--- config.mk ---
export PLATFORM = sky130hd
export DESIGN_NAME = seq_counter
export DESIGN_NICKNAME = d
export VERILOG_FILES = /design/src/rtl/seq_counter_pkg.sv /design/src/rtl/seq_table.sv /design/src/rtl/seq_counter.sv
export SDC_FILE = /design/constraint.sdc
export NUM_CORES = 1
export LEC_CHECK = 0
export ABC_CLOCK_PERIOD_IN_PS = 4400
export CORE_ASPECT_RATIO = 1.1
export CORE_UTILIZATION = 45
export DETAILED_ROUTE_END_ITERATION = 8
export GPL_TIMING_DRIVEN = 1
export PLACE_DENSITY = 0.77
export SLEW_MARGIN = 20
export SYNTH_ARGS = -nofsm -noshare
export SYNTH_HDL_FRONTEND = slang
export SYNTH_SLANG_ARGS = --single-unit
--- constraint.sdc ---
create_clock -name clk -period 4.4 [get_ports clk]
set_clock_uncertainty 0.2 [all_clocks]
set_input_delay 0.88 -clock clk [delete_from_list [all_inputs] [get_ports clk]]
set_output_delay 0.88 -clock clk [all_outputs]
set_load 0.02 [all_outputs]
--- src/rtl/seq_counter_pkg.sv ---
// Shared definitions for the programmable-sequence counter.
//   DIR_FWD / DIR_BWD : encodings of the dir input
//   default_code()    : reset value of table entry i (i mod 2^width)
package seq_counter_pkg;

  localparam logic DIR_FWD = 1'b0;
  localparam logic DIR_BWD = 1'b1;

  // Identity code for table slot i, folded into the code width.
  function automatic int unsigned default_code(input int unsigned i,
                                               input int unsigned width);
    if (width >= 32) return i;
    return i % (32'd1 << width);
  endfunction

endpackage

--- src/rtl/seq_table.sv ---
// Sequence code register file: DEPTH entries of WIDTH bits.
// Synchronous reset loads the identity sequence (entry i = i mod 2^WIDTH).
// Ports:
//   clk, reset     : clock, synchronous active-high reset
//   we/waddr/wdata : single write port (caller guarantees waddr < DEPTH)
//   raddr/rdata    : combinational read port
module seq_table
  import seq_counter_pkg::*;
#(
  parameter  int unsigned WIDTH = 3,
  parameter  int unsigned DEPTH = 8,
  localparam int unsigned IDXW  = $clog2(DEPTH)
) (
  input  logic             clk,
  input  logic             reset,
  input  logic             we,
  input  logic [IDXW-1:0]  waddr,
  input  logic [WIDTH-1:0] wdata,
  input  logic [IDXW-1:0]  raddr,
  output logic [WIDTH-1:0] rdata
);

  logic [WIDTH-1:0] mem [DEPTH];

  // Storage: reset-to-identity, otherwise one write per cycle.
  always_ff @(posedge clk) begin
    if (reset) begin
      for (int unsigned i = 0; i < DEPTH; i++) begin
        mem[i] <= WIDTH'(default_code(i, WIDTH));
      end
    end else if (we) begin
      mem[waddr] <= wdata;
    end
  end

  assign rdata = mem[raddr];

endmodule

--- src/rtl/seq_counter.sv ---
// Programmable-sequence counter: walks a run-time loaded table of codes
// forward or backward, wrapping at a programmable length.
// Ports:
//   clk, reset          : clock, synchronous active-high reset
//   en, dir, restart    : step enable, direction (0 fwd / 1 bwd), force idx to 0
//   cfg_we/addr/data    : table write
//   len_we/len_data     : sequence length write (legal 1..DEPTH)
//   count               : table[idx]
//   idx                 : current position
//   wrap                : pulse in the cycle showing a wrapped position
//   cfg_err             : pulse after a rejected length or table write
module seq_counter
  import seq_counter_pkg::*;
#(
  parameter  int unsigned WIDTH = 3,
  parameter  int unsigned DEPTH = 8,
  localparam int unsigned IDXW  = $clog2(DEPTH)
) (
  input  logic             clk,
  input  logic             reset,
  input  logic             en,
  input  logic             dir,
  input  logic             restart,
  input  logic             cfg_we,
  input  logic [IDXW-1:0]  cfg_addr,
  input  logic [WIDTH-1:0] cfg_data,
  input  logic             len_we,
  input  logic [IDXW:0]    len_data,
  output logic [WIDTH-1:0] count,
  output logic [IDXW-1:0]  idx,
  output logic             wrap,
  output logic             cfg_err
);

  localparam int unsigned LENW = IDXW + 1;
  localparam logic [LENW-1:0] LEN_MAX = LENW'(DEPTH);

  logic [LENW-1:0] len_q,  len_nxt;
  logic [IDXW-1:0] idx_q,  idx_nxt;
  logic            wrap_q, wrap_nxt;
  logic            err_q,  err_nxt;

  logic            len_ok;
  logic            addr_ok;
  logic            tbl_we;
  logic [LENW-1:0] last;

  // Request qualification; addr is widened so the range check stays meaningful
  // for power-of-two DEPTH as well.
  always_comb begin
    len_ok  = (len_data != '0) && (len_data <= LEN_MAX);
    addr_ok = ({1'b0, cfg_addr} < LEN_MAX);
    tbl_we  = cfg_we && addr_ok;
    last    = len_q - LENW'(1);
  end

  // Next-state: accepted length write > restart > step.
  always_comb begin
    len_nxt  = len_q;
    idx_nxt  = idx_q;
    wrap_nxt = 1'b0;
    err_nxt  = (len_we && !len_ok) || (cfg_we && !addr_ok);

    if (len_we && len_ok) begin
      len_nxt = len_data;
      idx_nxt = '0;
    end else if (restart) begin
      idx_nxt = '0;
    end else if (en) begin
      if (dir == DIR_FWD) begin
        if ({1'b0, idx_q} == last) begin
          idx_nxt  = '0;
          wrap_nxt = 1'b1;
        end else begin
          idx_nxt = idx_q + IDXW'(1);
        end
      end else begin
        if (idx_q == '0) begin
          idx_nxt  = IDXW'(last);
          wrap_nxt = 1'b1;
        end else begin
          idx_nxt = idx_q - IDXW'(1);
        end
      end
    end
  end

  // Control registers.
  always_ff @(posedge clk) begin
    if (reset) begin
      len_q  <= LEN_MAX;
      idx_q  <= '0;
      wrap_q <= 1'b0;
      err_q  <= 1'b0;
    end else begin
      len_q  <= len_nxt;
      idx_q  <= idx_nxt;
      wrap_q <= wrap_nxt;
      err_q  <= err_nxt;
    end
  end

  seq_table #(
    .WIDTH (WIDTH),
    .DEPTH (DEPTH)
  ) u_table (
    .clk   (clk),
    .reset (reset),
    .we    (tbl_we),
    .waddr (cfg_addr),
    .wdata (cfg_data),
    .raddr (idx_q),
    .rdata (count)
  );

  assign idx     = idx_q;
  assign wrap    = wrap_q;
  assign cfg_err = err_q;

endmodule

==> metrics.yaml <==
cts:
  cts_hold_buf: 0
  cts_root_buffer: "clkbuf_8"
  clk_path_buf_depth: 2
  cts_buffers: 5
  cts.sinks: 36
  clk_latency_ns: 0.28
  cts.repair.resized: 0
  cts.clk_slew.worst_paths_ns: 0.07
  cts_tree: "done"
  postCtsSetupBuffers: 0
  htree_levels: 2
placement:
  dp_cells: 221
  place_congestion: 0.8348
  numPortBuffers: 24
  preCtsSetupSlack_ns: 1.254
  place_hpwl_mm: 2.599
  place_area_um2: 2098
power:
  leakage_nw: 0.7752
  irDropWorstVdd_mv: 0.1372
  p_per_area_nw_per_um2: 326.4
  design_power_total_mw: 0.7122
cells_and_area:
  stdcell_count: 229
  fin_nets: 199
  drive_gt1_share_pct: 14.53
  diodes: 0
  final_area_um2: 2182
  fin_util_pct: 58.33
  syn2layout_area_growth_pct: 20.19
worst_setup_path:
  critPathMaxStageDelay_ns: 0.57
  cp_max_fo: 6
  crit_chain: "mux4_2 > mux2_2 > clkdlybuf4s50_1"
  r2r_cells: 7
  start_kind: "flip-flop"
  cp.arrival_ns: 2.24
  path_class: "flip-flop to primary output"
  cp-end-kind: "primary output"
  critPathRequiredTime_ns: 3.32
  slowest_stage: "mux4_2"
timing:
  layout_min_cycle_time_ns: 3.316
  fmax_ghz: 0.3016
  setup_tns_ns: 0
  slew_violations: 0
  whs_ns: 0.3562
  setup_ws_ns: 1.084
  slew_headroom_pct: 66.60
  setup_viol: 0
  worstMarginPinSlew_ns: 0.4994
  finalCritPeriodShare_pct: 75.35
  hold_violations: 0
  rsz0062_at_grt: "false"
routing:
  remaining_drc_errors: 0
  via_count: 1216
  ant_nets: 0
  detail_route.first_pass.iterations: 4
  first_iter_violations: 84
  vias_per_cell: 5.310
  wl_per_cell_um: 14.57
  routed_wl_mm: 3.337
global_routing:
  antenna_found_initial: 0
  gr-total-overflow: 0
  grt_start_max_net_pins: 17
  grt_pass1_wl_mm: 5.540
  grt_usage_pct: 17.70
  grt_pass1_vias: 1184
synth:
  synth_top_area_share_pct: 39.70
  synth_common_cells: "edfxtp_1 (24), and2_1 (12), dfxtp_1 (12), nor2_1 (11), or3_1 (11)"
  ys.flop_type: "edfxtp_1"
  yosysMostFrequentCell: "edfxtp_1"
  seq_area_frac_synth_pct: 52.93
  netlist_instances: 152
  synth-edff-count: 24
  ys_types: 35
  synth_area_leaders: "edfxtp_1 (40%), dfxtp_1 (13%), mux4_2 (7.4%)"
  synth_top_area_cell: "edfxtp_1"
  synth_seq_cells: 36
  syn_nets: 173
  synth_warnings: 0
  synth_area_um2: 1815
  avgSynthCellArea_um2: 11.94
  ys_async_sr_fraction_pct: 0
floorplanning:
  core_um2: 3741
  ios: 25
  die_area_um2: 4293
  dieHeight_um: 68.62
  start_util_pct: 48.53
  rows: 23
  fp.dieW_um: 62.56
min_path:
  whs_path_depth: 2
  min_path_type: "flip-flop to flip-flop"
status:
  status: "finished, final reports clean"
job:
  maxCapViolations: 0
==> cells in the final DEF (no fill, tap or decap), types with 3 or more instances in the layout <==
cell | synthesis | layout
a21oi_1 | 7 | 7
and2_1 | 12 | 12
clkbuf_8 | 0 | 5
clkdlybuf4s50_1 | 0 | 24
dfxtp_1 | 12 | 12
edfxtp_1 | 24 | 24
ha_1 | 4 | 4
inv_1 | 4 | 4
mux2_2 | 3 | 3
mux2i_1 | 4 | 4
mux4_2 | 6 | 6
nand2_1 | 5 | 5
nand2b_1 | 4 | 4
nor2_1 | 11 | 11
nor2b_1 | 3 | 3
nor3_1 | 4 | 4
o21ai_1 | 3 | 3
or2_2 | 7 | 7
or3_1 | 11 | 11
xnor2_1 | 3 | 3
==> power breakdown <==
group          internal, mW  switching (mW)
combinational        0.0532          0.0468
sequential            0.380          0.0123
clock                 0.110           0.111
total                 0.542           0.170
==> final cells by class <==
type	count	area, um^2
repair buffers	24	240.2
clock inverters	2	11.26
clock buffers	6	72.57
multi-input cells	107	819.5
well taps	50	62.56
fillers	321	1559
inverters	4	15.01
flip-flops and latches	36	960.9
==> routing by layer <==
| metal | GRT usage [%] | part of all wire [%] | routed length, um |
|---|---|---|---|
| met1 | 20.34 | 43 | 1451 |
| met2 | 30.98 | 50 | 1674 |
| met3 | 5.757 | 4.9 | 163 |
| met4 | 7.267 | 1.4 | 48 |
| met5 | 0 | 0 | 0 |
==> state kept, by name, indices dropped and copies added (netlist names), named ones only <==
register,cells
cfg_err,1
u_table.mem,24
wrap,1
idx,3
len_q,4
==> worst max-delay path, delay by kind of cell (launching register included) <==
kind / cells / cell delay, ns
DFF: 1 / 0.56
buffers and inverters: 1 / 0.54
muxes: 2 / 0.85
==> path summary, 6_finish.rpt <==
check                            endpoint       from  slack, ns
worst max-delay path             count[2]  flip-flop       1.08
worst min-delay path             len_q[1]   len_q[1]       0.36
worst max register to register  flip-flop   len_q[0]       2.49
worst min register to register   len_q[1]   len_q[1]       0.36
==> cells by family (layout without fill, tap and decap cells) <==
kind of cell | after synthesis | after routing | share of synthesized area, %
simple gates | 66 | 66 | 21.78
mux | 13 | 13 | 11.51
xor+xnor | 5 | 5 | 2.413
fa+ha+maj | 4 | 4 | 2.757
compound gates | 19 | 19 | 6.685
flops | 36 | 36 | 52.93
buf+inv | 9 | 36 | 1.929
No activity file was read; power rests on OpenSTA's default activity.
